`src/rtl/elevator_controller_pkg.sv`:
```
// Shared definitions for the elevator scheduler: state encodings (also
// decoded by the floor display logic) and small elaboration helpers.
package elevator_controller_pkg;

  typedef enum logic [1:0] {
    ST_IDLE      = 2'd0,
    ST_MOVE_UP   = 2'd1,
    ST_MOVE_DOWN = 2'd2,
    ST_DOOR_OPEN = 2'd3
  } state_t;

  function automatic int max2(input int a, input int b);
    return (a > b) ? a : b;
  endfunction

endpackage

```
`src/rtl/elevator_controller_call_latch.sv`:
```
// Call latch: edge-detects the debounced floor-call levels, holds unserved
// calls until the car stops at that floor, and reports whether any call
// lies above or below the car.
module elevator_controller_call_latch
  import elevator_controller_pkg::*;
#(
  parameter int FLOORS = 4,
  parameter int FW     = 2
) (
  input  logic              clk,
  input  logic              rst_n,
  input  logic [FLOORS-1:0] i_call_btn,
  input  logic [FLOORS-1:0] i_block_mask,
  input  logic [FLOORS-1:0] i_clr_mask,
  input  logic [FW-1:0]     i_cur_floor,
  output logic [FLOORS-1:0] o_pending,
  output logic [FLOORS-1:0] o_rise,
  output logic              o_ahead_up,
  output logic              o_ahead_dn
);

  logic [FLOORS-1:0] r_prev_btn;
  logic [FLOORS-1:0] r_pending;

  assign o_rise    = i_call_btn & ~r_prev_btn;
  assign o_pending = r_pending;

  // Latch new rises (except the blocked floor); the stop clear wins over a same-edge rise
  always_ff @(posedge clk or negedge rst_n) begin
    if (!rst_n) begin
      r_prev_btn <= '0;
      r_pending  <= '0;
    end else begin
      r_prev_btn <= i_call_btn;
      r_pending  <= (r_pending | (o_rise & ~i_block_mask)) & ~i_clr_mask;
    end
  end

  // Any latched call strictly above / below the car
  always_comb begin
    o_ahead_up = 1'b0;
    o_ahead_dn = 1'b0;
    for (int i = 0; i < FLOORS; i++) begin
      if (r_pending[i] && (i > int'(i_cur_floor))) o_ahead_up = 1'b1;
      if (r_pending[i] && (i < int'(i_cur_floor))) o_ahead_dn = 1'b1;
    end
  end

endmodule

```
`src/rtl/elevator_controller.sv`:
```
// Single-car elevator scheduler with a collective up/down sweep. Owns the
// motion/door FSM and the shared travel/dwell timer; call bookkeeping lives
// in the call latch.
module elevator_controller
  import elevator_controller_pkg::*;
#(
  parameter int  FLOORS      = 4,
  parameter int  MOVE_CYCLES = 100000,
  parameter int  DOOR_CYCLES = 200000,
  localparam int FW          = $clog2(FLOORS)
) (
  input  logic              clk,
  input  logic              rst_n,
  input  logic [FLOORS-1:0] call_btn,
  output logic [FW-1:0]     cur_floor,
  output logic [FLOORS-1:0] pending,
  output logic              moving,
  output logic              dir_up,
  output logic              door_open
);

  localparam int TW = $clog2(max2(MOVE_CYCLES, DOOR_CYCLES));
  localparam logic [TW-1:0] MOVE_LAST = TW'(MOVE_CYCLES - 1);
  localparam logic [TW-1:0] DOOR_LAST = TW'(DOOR_CYCLES - 1);
  localparam logic [FW-1:0] TOP_FLOOR = FW'(FLOORS - 1);

  state_t            r_state;
  logic              r_dir_up;
  logic [FW-1:0]     r_floor;
  logic [TW-1:0]     r_timer;

  state_t            w_state_nxt;
  logic              w_dir_nxt;
  logic [FW-1:0]     w_floor_nxt;
  logic [TW-1:0]     w_timer_nxt;
  logic [FLOORS-1:0] w_clr_mask;
  logic [FLOORS-1:0] w_block_mask;
  logic [FLOORS-1:0] w_pending;
  logic [FLOORS-1:0] w_rise;
  logic              w_ahead_up;
  logic              w_ahead_dn;
  logic              w_rise_here;
  logic [FW-1:0]     w_step_floor;
  logic              w_stop_here;
  logic              w_at_end;
  logic              w_go_fwd;
  logic              w_go_rev;

  // A press at the car's own floor opens/holds the door instead of latching,
  // but only while the car is parked there.
  assign w_block_mask = ((r_state == ST_IDLE) || (r_state == ST_DOOR_OPEN)) ?
                        (FLOORS'(1) << r_floor) : '0;

  elevator_controller_call_latch #(
    .FLOORS (FLOORS),
    .FW     (FW)
  ) u_call_latch (
    .clk          (clk),
    .rst_n        (rst_n),
    .i_call_btn   (call_btn),
    .i_block_mask (w_block_mask),
    .i_clr_mask   (w_clr_mask),
    .i_cur_floor  (r_floor),
    .o_pending    (w_pending),
    .o_rise       (w_rise),
    .o_ahead_up   (w_ahead_up),
    .o_ahead_dn   (w_ahead_dn)
  );

  assign w_rise_here  = w_rise[r_floor];
  assign w_step_floor = (r_state == ST_MOVE_UP) ? (r_floor + FW'(1)) : (r_floor - FW'(1));
  // A rise at the arrival floor on the arrival edge still takes the stop
  assign w_stop_here  = w_pending[w_step_floor] | w_rise[w_step_floor];
  assign w_at_end     = (r_state == ST_MOVE_UP) ? (w_step_floor == TOP_FLOOR) :
                                                  (w_step_floor == '0);
  assign w_go_fwd     = r_dir_up ? w_ahead_up : w_ahead_dn;
  assign w_go_rev     = r_dir_up ? w_ahead_dn : w_ahead_up;

  // State, direction, floor and timer registers
  always_ff @(posedge clk or negedge rst_n) begin
    if (!rst_n) begin
      r_state  <= ST_IDLE;
      r_dir_up <= 1'b1;
      r_floor  <= '0;
      r_timer  <= '0;
    end else begin
      r_state  <= w_state_nxt;
      r_dir_up <= w_dir_nxt;
      r_floor  <= w_floor_nxt;
      r_timer  <= w_timer_nxt;
    end
  end

  // Sweep policy: keep going the same way while calls remain ahead, else reverse
  always_comb begin
    w_state_nxt = r_state;
    w_dir_nxt   = r_dir_up;
    w_floor_nxt = r_floor;
    w_timer_nxt = r_timer;
    w_clr_mask  = '0;
    case (r_state)
      ST_IDLE: begin
        w_timer_nxt = '0;
        if (w_rise_here) begin
          w_state_nxt = ST_DOOR_OPEN;
        end else if (w_go_fwd) begin
          w_state_nxt = r_dir_up ? ST_MOVE_UP : ST_MOVE_DOWN;
        end else if (w_go_rev) begin
          w_dir_nxt   = ~r_dir_up;
          w_state_nxt = r_dir_up ? ST_MOVE_DOWN : ST_MOVE_UP;
        end
      end
      ST_MOVE_UP, ST_MOVE_DOWN: begin
        if (r_timer == MOVE_LAST) begin
          w_timer_nxt = '0;
          w_floor_nxt = w_step_floor;
          if (w_stop_here) begin
            w_clr_mask  = FLOORS'(1) << w_step_floor;
            w_state_nxt = ST_DOOR_OPEN;
          end else if (w_at_end) begin
            // Defensive: never run past the shaft ends
            w_state_nxt = ST_IDLE;
          end
        end else begin
          w_timer_nxt = r_timer + TW'(1);
        end
      end
      ST_DOOR_OPEN: begin
        if (w_rise_here) begin
          w_timer_nxt = '0;
        end else if (r_timer == DOOR_LAST) begin
          w_timer_nxt = '0;
          if (w_go_fwd) begin
            w_state_nxt = r_dir_up ? ST_MOVE_UP : ST_MOVE_DOWN;
          end else if (w_go_rev) begin
            w_dir_nxt   = ~r_dir_up;
            w_state_nxt = r_dir_up ? ST_MOVE_DOWN : ST_MOVE_UP;
          end else begin
            w_state_nxt = ST_IDLE;
          end
        end else begin
          w_timer_nxt = r_timer + TW'(1);
        end
      end
      default: w_state_nxt = ST_IDLE;
    endcase
  end

  // Motion and door outputs decoded from state
  always_comb begin
    moving    = (r_state == ST_MOVE_UP) || (r_state == ST_MOVE_DOWN);
    door_open = (r_state == ST_DOOR_OPEN);
  end

  assign cur_floor = r_floor;
  assign dir_up    = r_dir_up;
  assign pending   = w_pending;

endmodule
```
`config.mk`:
```
export PLATFORM = sky130hd
export DESIGN_NAME = elevator_controller
export DESIGN_NICKNAME = d
export VERILOG_FILES = /design/src/rtl/elevator_controller_pkg.sv /design/src/rtl/elevator_controller_call_latch.sv /design/src/rtl/elevator_controller.sv
export SDC_FILE = /design/constraint.sdc
export NUM_CORES = 1
export LEC_CHECK = 0
export CORE_ASPECT_RATIO = 1.2
export CORE_MARGIN = 1.5
export CORE_UTILIZATION = 30
export DETAILED_ROUTE_END_ITERATION = 7
export GPL_ROUTABILITY_DRIVEN = 0
export SLEW_MARGIN = 5
export SYNTH_ARGS = -nofsm -noshare
export SYNTH_HDL_FRONTEND = slang
export SYNTH_SLANG_ARGS = --single-unit
```
`constraint.sdc`:
```
create_clock -name clk -period 4.7 [get_ports clk]
set_input_delay 0.94 -clock clk [delete_from_list [all_inputs] [get_ports clk]]
set_output_delay 0.94 -clock clk [all_outputs]
set_load 0.01 [all_outputs]
```
==> flow_metrics.py, run 1 <==
metrics = {
    "outcome": {
        "status": "completed",
    },
    "worst_setup_path": {
        "cp-start-kind": "input pin",
        "worstPathMaxFanout": 6,
        "worstSetupPathType": "in -> reg",
        "crit_arrival_ns": 2.98,
        "critPathCaptureType": "register",
        "cp.required_ns": 4.87,
    },
    "clocking": {
        "max-clock-path-buffers": 2,
        "clkTransAtPathRegs_ns": 0.07,
        "clk_latency_ns": 0.29,
        "postCtsResizedCells": 0,
        "cts_setup_buffers": 0,
        "clock_sinks": 31,
        "cts_hold_buf": 0,
        "clock_tree.root_cell": "clkbuf_8",
        "h-tree-depth": 2,
        "cts-buffers-inserted": 5,
        "cts_tree": "yes",
    },
    "timing": {
        "final_hold_viol_count": 0,
        "min_period_ns": 2.802,
        "rsz0062_at_grt": "no",
        "setup_viol": 0,
        "fin_skew_ns": 0.007242,
        "worstMarginPinSlew_ns": 0.6645,
        "max_slew_margin": 0.5529,
        "fmax_mhz": 356.8,
        "timing.setup.tns_ns": 0,
        "drv_slew": 0,
        "fin_crit_sh": 0.5962,
    },
    "power": {
        "seqPwrFrac": 0.513,
        "powerDensity_nw_per_um2": 259.9,
        "intPower_w": 0.0004365,
        "pwr-share-comb": 0.082,
        "clkPwrFrac": 0.406,
        "sw_frac_of_total": 0.2592,
        "p_sw_w": 0.0001527,
        "p_leak_nw": 0.8809,
        "irDropWorstVdd_mv": 0.1494,
    },
    "yosys": {
        "ys.flop_type": "dfrtp_1",
        "ys_seq_area_frac": 0.4009,
        "syn-num-nets": 213,
        "ys_warn_count": 0,
        "async_flop_share": 1.000,
        "synth-edff-count": 0,
        "syn_area_um2": 1938,
        "syn-mean-instance-area_um2": 9.838,
        "synthCells": 197,
        "synth_cell_types": 49,
        "synth_seq_cells": 31,
    },
    "detailed_routing": {
        "vias": 1454,
        "drc": 0,
        "dr.pass1.iters": 4,
        "wl_per_cell_um": 12.83,
        "drt_iter0_markers": 90,
        "drt_wl_total_mm": 3.848,
        "ant_nets": 0,
        "viasPerCell": 4.847,
    },
    "placement": {
        "portBuffers": 14,
        "placed_cell_area_um2": 2163,
        "place.detailed.hpwl_mm": 2.833,
    },
    "run": {
        "drv_cap": 0,
    },
    "die": {
        "core_um2": 6128,
        "start_util": 0.3163,
        "die_h_um": 91.05,
        "rows": 31,
        "io-pin-count": 15,
        "dieArea_um2": 6954,
        "dieWidth_um": 76.38,
    },
    "global_route": {
        "grt_pass1_wl_mm": 7.017,
        "grt_overflow": 0,
        "grt_max_degree": 32,
        "grt_pass1_vias": 1486,
        "track_usage": 0.1218,
        "antenna_found_initial": 0,
    },
    "final_layout": {
        "final_nets": 233,
        "final_cell_mix": "dfrtp_1 (30), nor2_1 (22), inv_1 (14), clkdlybuf4s50_1 (14), xnor2_1 (12)",
        "layout_commonest_cell": "dfrtp_1",
        "num_antenna_cells": 0,
        "fin_area_um2": 2267,
        "area_growth_pct": 16.98,
        "layout-drive-gt1-share": 0.1376,
        "final_util": 0.3699,
    },
    "min_path": {
        "hold_path_class": "reg -> reg",
    },
}
==> registers in the layout, summed over array words and instances (netlist names) <==
register / count
r_timer: 18
dir_up: 1
r_state: 2
u_call_latch.r_prev_btn: 4
u_call_latch.o_pending: 4
cur_floor: 2
==> kinds of logic (layout without fill, tap and decap cells) <==
kind of cell,Yosys count,count (layout),synth area share
compound gates,31,31,0.1265
xor+xnor,18,18,0.08134
buf+inv,16,37,0.04002
mux,4,4,0.02840
flops,31,31,0.4009
simple gates,87,87,0.2582
fa+ha+maj,10,10,0.06456
==> power by group through the flow <==
stage | clock network (W) | logic, W | registers (W)
after global routing | 0.000256 | 0.0000542 | 0.000306
after global placement | 0 | 0.0000483 | 0.000307
after CTS | 0.000247 | 0.0000494 | 0.000302
after detailed placement | 0 | 0.0000487 | 0.000307
after floorplan | 0 | 0.0000341 | 0.000304
final | 0.000239 | 0.0000480 | 0.000302
==> metal layers <==
metal  vias up  global-route usage  wire length (um)
met5         -                   0                 0
met2        18              0.1979              1824
met1       700              0.1564              1828
li1        730                   -                 -
met3         6             0.02714               131
met4         0             0.04784                63
==> synthesized netlist by cell type, drive strengths merged (2+ instances only) <==
cell type | number | share of area
dfrtp | 30 | 0.39
nand3b | 2 | 0.0077
ha | 10 | 0.065
nor3 | 4 | 0.010
nor4 | 4 | 0.021
o31ai | 2 | 0.0077
inv | 14 | 0.027
a221oi | 2 | 0.0090
and2 | 2 | 0.0065
nor2b | 3 | 0.0097
nor2 | 32 | 0.075
and3 | 3 | 0.0097
a2111oi | 3 | 0.026
mux2 | 2 | 0.012
xnor2 | 12 | 0.054
a31oi | 3 | 0.0097
buf | 2 | 0.013
a21oi | 8 | 0.021
nand2b | 7 | 0.023
nand2 | 8 | 0.015
nand3 | 12 | 0.034
xor2 | 6 | 0.027
nand4b | 2 | 0.0090
o21ai | 6 | 0.021
or4 | 2 | 0.0077
==> layout make-up <==
cell class              instances  area [um2]
fillers                       645        3861
clock buffers                   7       96.34
flip-flops and latches         31       777.0
multi-input cells             150        1084
repair buffers                 15       147.6
clock inverters                 1       7.507
inverters                      14       52.55
well taps                      82       102.6
==> path summary, 6_finish.rpt <==
path	start	end	cells past startpoint	slack, ns
setup / recovery	call_btn[2]	r_state[0]$_DFFE_PN0P_	6	1.90
hold / removal	r_timer[0]$_DFF_PN0_	r_timer[0]$_DFF_PN0_	1	0.49
setup reg to reg	cur_floor[0]$_DFFE_PN0P_	r_state[0]$_DFFE_PN0P_	7	1.90
hold reg to reg	r_timer[0]$_DFF_PN0_	r_timer[0]$_DFF_PN0_	1	0.49
max in group asynchronous	rst_n	dir_up$_DFFE_PN1P_	2	3.33
min in group asynchronous	rst_n	r_timer[6]$_DFF_PN0_	2	1.04
==> through the flow <==
stage | setup slack [ns] | total power (W) | std cells | hold WS [ns]
6_report | 1.898 | 0.0005893 | 300 | 0.4918
3_3_place_gp | 1.619 | 0.0003552 | 292 | 0.4898
2_1_floorplan | 2.171 | 0.0003379 | 197 | 0.4512
5_1_grt | 1.689 | 0.0006163 | 300 | 0.5230
3_5_place_dp | 1.588 | 0.0003558 | 292 | 0.4895
4_1_cts | 1.897 | 0.0005988 | 300 | 0.5027
==> worst max-delay path, cell delays in order <==
cell and delay (ns):
clkdlybuf4s50_1 0.48, nand2b_1 0.10, mux4_2 0.55, and4_1 0.23, a2111oi_4 0.32, mux2_1 0.35
Note: power is estimated with default switching activity, not from simulation.
==> run 2: changes to the inputs <==
Clock period 4.7 ns to 2.6 ns, I/O delays scaled along.
==> flow_metrics.py, run 2 (synthesis results as in run 1) <==
metrics = {
    "power": {
        "seqPwrFrac": 0.512,
        "intPower_w": 0.0007953,
        "sw_frac_of_total": 0.2545,
        "pwr-share-comb": 0.088,
        "p_sw_w": 0.0002714,
        "clkPwrFrac": 0.401,
        "p_leak_nw": 0.9249,
        "powerDensity_nw_per_um2": 455.9,
        "irDropWorstVdd_mv": 0.2193,
    },
    "timing": {
        "final_hold_viol_count": 0,
        "max_slew_margin": 0.6233,
        "timing.hold.ws_ns": 0.4844,
        "fmax_mhz": 415.3,
        "fin_skew_ns": 0.003212,
        "worstMarginPinSlew_ns": 0.5599,
        "setup_viol": 0,
        "min_period_ns": 2.408,
        "fin_crit_sh": 0.9260,
        "setup_slack_ns": 0.1923,
        "rsz0062_at_grt": "no",
        "drv_slew": 0,
    },
    "global_route": {
        "antenna_found_initial": 0,
        "grtUsageMet1": 0.1554,
        "grt_pass1_wl_mm": 6.741,
        "track_usage": 0.1214,
        "grt_pass1_vias": 1415,
        "grt_overflow": 0,
        "grt_max_degree": 32,
        "use_met2": 0.1979,
        "met3_usage": 0.02814,
        "top_usage_layer": "met2",
    },
    "final_layout": {
        "largest_reg_flops": 18,
        "final_cell_mix": "dfrtp_1 (30), nor2_1 (22), inv_1 (14), clkdlybuf4s50_1 (14), xnor2_1 (12)",
        "num_antenna_cells": 0,
        "layout-drive-gt1-share": 0.1681,
        "layout_commonest_cell": "dfrtp_1",
        "area_growth_pct": 20.72,
        "final_nets": 241,
        "regMostFlops": "r_timer",
    },
    "clocking": {
        "cts-buffers-inserted": 5,
        "cts_hold_buf": 0,
        "clkTransAtPathRegs_ns": 0.07,
        "h-tree-depth": 2,
        "cts_setup_buffers": 0,
        "clock_tree.root_cell": "clkbuf_8",
        "clock_sinks": 31,
        "cts_tree": "yes",
        "clk_latency_ns": 0.28,
        "postCtsResizedCells": 0,
        "max-clock-path-buffers": 2,
    },
    "placement": {
        "place.detailed.hpwl_mm": 2.934,
        "portBuffers": 14,
        "dpl_worst_slack_ns": -0.01196,
    },
    "worst_setup_path": {
        "cp.required_ns": 2.77,
        "crit_arrival_ns": 2.58,
        "cp-start-kind": "register",
        "critPathCaptureType": "register",
        "worstPathMaxFanout": 5,
        "worstSetupPathType": "reg -> reg",
    },
    "die": {
        "dieArea_um2": 6954,
        "die_h_um": 91.05,
        "start_util": 0.3163,
        "core_um2": 6128,
        "dieWidth_um": 76.38,
        "rows": 31,
        "io-pin-count": 15,
    },
    "detailed_routing": {
        "ant_nets": 0,
        "viasPerCell": 4.633,
        "dr.pass1.iters": 5,
        "drt_iter0_markers": 75,
        "vias": 1427,
        "drt_wl_total_mm": 3.892,
        "drc": 0,
        "wl_per_cell_um": 12.64,
    },
    "min_path": {
        "hold_path_class": "reg -> reg",
    },
    "run": {
        "drv_cap": 0,
    },
    "outcome": {
        "status": "completed",
    },
}
run 2: final cells by class:
| class | instances | area (um2) |
|---|---|---|
| clock buffers | 7 | 96.34 |
| clock inverters | 1 | 7.507 |
| fillers | 648 | 3789 |
| inverters | 14 | 52.55 |
| multi-input cells | 150 | 1084 |
| flip-flops and latches | 31 | 777.0 |
| well taps | 82 | 102.6 |
| repair buffers | 23 | 220.2 |
run 2: final timing paths:
path,from,end,slack (ns),cells past startpoint
setup / recovery,cur_floor[0]$_DFFE_PN0P_,r_state[0]$_DFFE_PN0P_,0.19,7
hold / removal,r_timer[0]$_DFF_PN0_,r_timer[0]$_DFF_PN0_,0.48,1
setup reg to reg,cur_floor[0]$_DFFE_PN0P_,r_state[0]$_DFFE_PN0P_,0.19,7
hold reg to reg,r_timer[0]$_DFF_PN0_,r_timer[0]$_DFF_PN0_,0.48,1
max in group asynchronous,rst_n,dir_up$_DFFE_PN1P_,1.65,2
min in group asynchronous,rst_n,r_timer[13]$_DFF_PN0_,0.63,2
run 2: routing by layer:
layer  share of wire  wire, um
met5               0         0
met4           0.011        41
met3           0.043       168
met2            0.48      1882
met1            0.46      1800
run 2: through the flow:
step                       power, W  instances  setup TNS, ns    util  area [um2]
after floorplan           0.0006108        197              0       -        1938
after global placement    0.0006486        300              0  0.3648        2236
after global routing       0.001120        308              0  0.3818        2340
after detailed placement  0.0006496        300       -0.01196  0.3648        2236
final                      0.001067        308              0  0.3818        2340
after CTS                  0.001090        308              0  0.3818        2340
run 2: power by group through the flow:
stage | Sequential, W | Combinational, W | Clock (W)
after floorplan | 0.000549 | 0.0000616 | 0
after global placement | 0.000555 | 0.0000936 | 0
after detailed placement | 0.000555 | 0.0000946 | 0
after CTS | 0.000545 | 0.0000960 | 0.000449
after global routing | 0.000551 | 0.000108 | 0.000462
final | 0.000546 | 0.0000936 | 0.000427
run 2: critical path, cell delays in order (launching register included):
cell and delay [ns]:
dfrtp_1 0.38, inv_1 0.13, ha_1 0.30, xor2_1 0.24, a221oi_1 0.43, a2111oi_2 0.10
a2111oi_4 0.37, mux2_1 0.35
==> run 3: changes to the inputs <==
Settings changed: REMOVE_ABC_BUFFERS set to 1.
==> flow_metrics.py, run 3 (synthesis results as in run 1) <==
metrics = {
    "global_route": {
        "track_usage": 0.1260,
        "grt_pass1_vias": 1538,
        "antenna_found_initial": 0,
        "grt_overflow": 0,
        "grt_pass1_wl_mm": 7.038,
        "grt_max_degree": 32,
    },
    "clocking": {
        "cts_setup_buffers": 0,
        "clkTransAtPathRegs_ns": 0.07,
        "postCtsResizedCells": 0,
        "cts_tree": "yes",
        "clk_latency_ns": 0.28,
        "clock_sinks": 31,
        "h-tree-depth": 2,
        "max-clock-path-buffers": 2,
        "clock_tree.root_cell": "clkbuf_8",
        "cts_hold_buf": 0,
        "cts-buffers-inserted": 5,
    },
    "min_path": {
        "hold_path_class": "reg -> reg",
    },
    "detailed_routing": {
        "ant_nets": 0,
        "vias": 1496,
        "dr.pass1.iters": 4,
        "drt_iter0_markers": 44,
        "viasPerCell": 4.857,
        "drc": 0,
        "drt_wl_total_mm": 3.909,
        "wl_per_cell_um": 12.69,
    },
    "worst_setup_path": {
        "path_cells": "inv_1 > ha_1 > xor2_1 > o31ai_1 > a2111oi_2 > a2111oi_4 > mux2_1",
        "cp_slowest_cell": "a2111oi_2",
        "worstPathMaxFanout": 5,
        "worstSetupPathType": "reg -> reg",
        "cp.required_ns": 2.75,
        "critPathCaptureType": "register",
        "cp-start-kind": "register",
        "crit_arrival_ns": 2.49,
        "critPathMaxStageDelay_ns": 0.48,
    },
    "placement": {
        "place.detailed.hpwl_mm": 2.908,
        "portBuffers": 14,
    },
    "final_layout": {
        "area_growth_pct": 20.27,
        "layout_commonest_cell": "dfrtp_1",
        "final_util": 0.3804,
        "layout-drive-gt1-share": 0.1681,
        "largest_reg_flops": 18,
        "final_nets": 242,
        "num_antenna_cells": 0,
        "regMostFlops": "r_timer",
        "fillers": 648,
        "final_cell_mix": "dfrtp_1 (30), nor2_1 (22), inv_1 (14), clkdlybuf4s50_1 (14), xnor2_1 (12)",
    },
    "power": {
        "irDropWorstVdd_mv": 0.3144,
        "powerDensity_nw_per_um2": 438.0,
        "p_leak_nw": 0.9256,
    },
    "run": {
        "drv_cap": 0,
    },
    "die": {
        "start_util": 0.3163,
        "io-pin-count": 15,
        "dieArea_um2": 6954,
        "die_h_um": 91.05,
        "core_um2": 6128,
        "dieWidth_um": 76.38,
        "rows": 31,
    },
    "timing": {
        "worstMarginPinSlew_ns": 0.6078,
        "max_slew_margin": 0.5911,
        "rsz0062_at_grt": "no",
        "min_period_ns": 2.337,
        "timing.hold.ws_ns": 0.4938,
        "fin_skew_ns": 0.009426,
        "fmax_mhz": 427.9,
        "drv_slew": 0,
        "fin_crit_sh": 0.8989,
        "timing.setup.tns_ns": 0,
        "final_hold_viol_count": 0,
        "setup_viol": 0,
    },
    "outcome": {
        "status": "completed",
    },
}
run 3: final timing paths:
path                                          startpoint                endpoint  slack, ns  cells after the start
worst max-delay path            cur_floor[0]$_DFFE_PN0P_  r_state[0]$_DFFE_PN0P_       0.26                      7
worst min-delay path                r_timer[0]$_DFF_PN0_    r_timer[0]$_DFF_PN0_       0.49                      1
worst max register to register  cur_floor[0]$_DFFE_PN0P_  r_state[0]$_DFFE_PN0P_       0.26                      7
worst min register to register      r_timer[0]$_DFF_PN0_    r_timer[0]$_DFF_PN0_       0.49                      1
max in group asynchronous                          rst_n      dir_up$_DFFE_PN1P_       1.65                      2
min in group asynchronous                          rst_n   r_timer[14]$_DFF_PN0_       0.63                      2
run 3: per-layer routing:
metal  global-route usage  up-vias  wire, um
met1               0.1488      719      1776
met2               0.2150       23      1956
met3              0.03216        9       104
li1                     -      745         -
met5                    0        -         0
met4              0.05401        0        72
run 3: area by class of cell:
type	instances	area, um2	share of cell area
well taps	82	102.6	0.04401
flip-flops and latches	31	777.0	0.3333
repair buffers	24	227.7	0.09769
clock buffers	6	82.58	0.03543
inverters	14	52.55	0.02254
multi-input cells	150	1084	0.4648
clock inverters	1	5.005	0.002147
run 3: through the flow:
step	std cells	area [um2]	setup WS, ns	power (W)
2_1_floorplan	195	1913	0.09328	0.0006073
3_3_place_gp	301	2243	0.01852	0.0006491
3_5_place_dp	301	2243	-0.02351	0.0006524
4_1_cts	308	2331	0.2478	0.001045
5_1_grt	308	2331	0.05677	0.001085
6_report	308	2331	0.2630	0.001021
run 3: worst max-delay path, delay by kind of cell (launching register included):
| kind | cells | cell delay [ns] |
|---|---|---|
| compound gates | 3 | 0.71 |
| xor+xnor | 1 | 0.38 |
| fa+ha+maj | 1 | 0.29 |
| buf+inv | 1 | 0.12 |
| flops | 1 | 0.38 |
| mux | 1 | 0.33 |
run 3: report_power, final:
part	internal (W)	switching (W)	total, W
Clock	0.000207	0.000172	0.000379
Sequential	0.000509	0.0000394	0.000549
Combinational	0.0000453	0.0000478	0.0000932
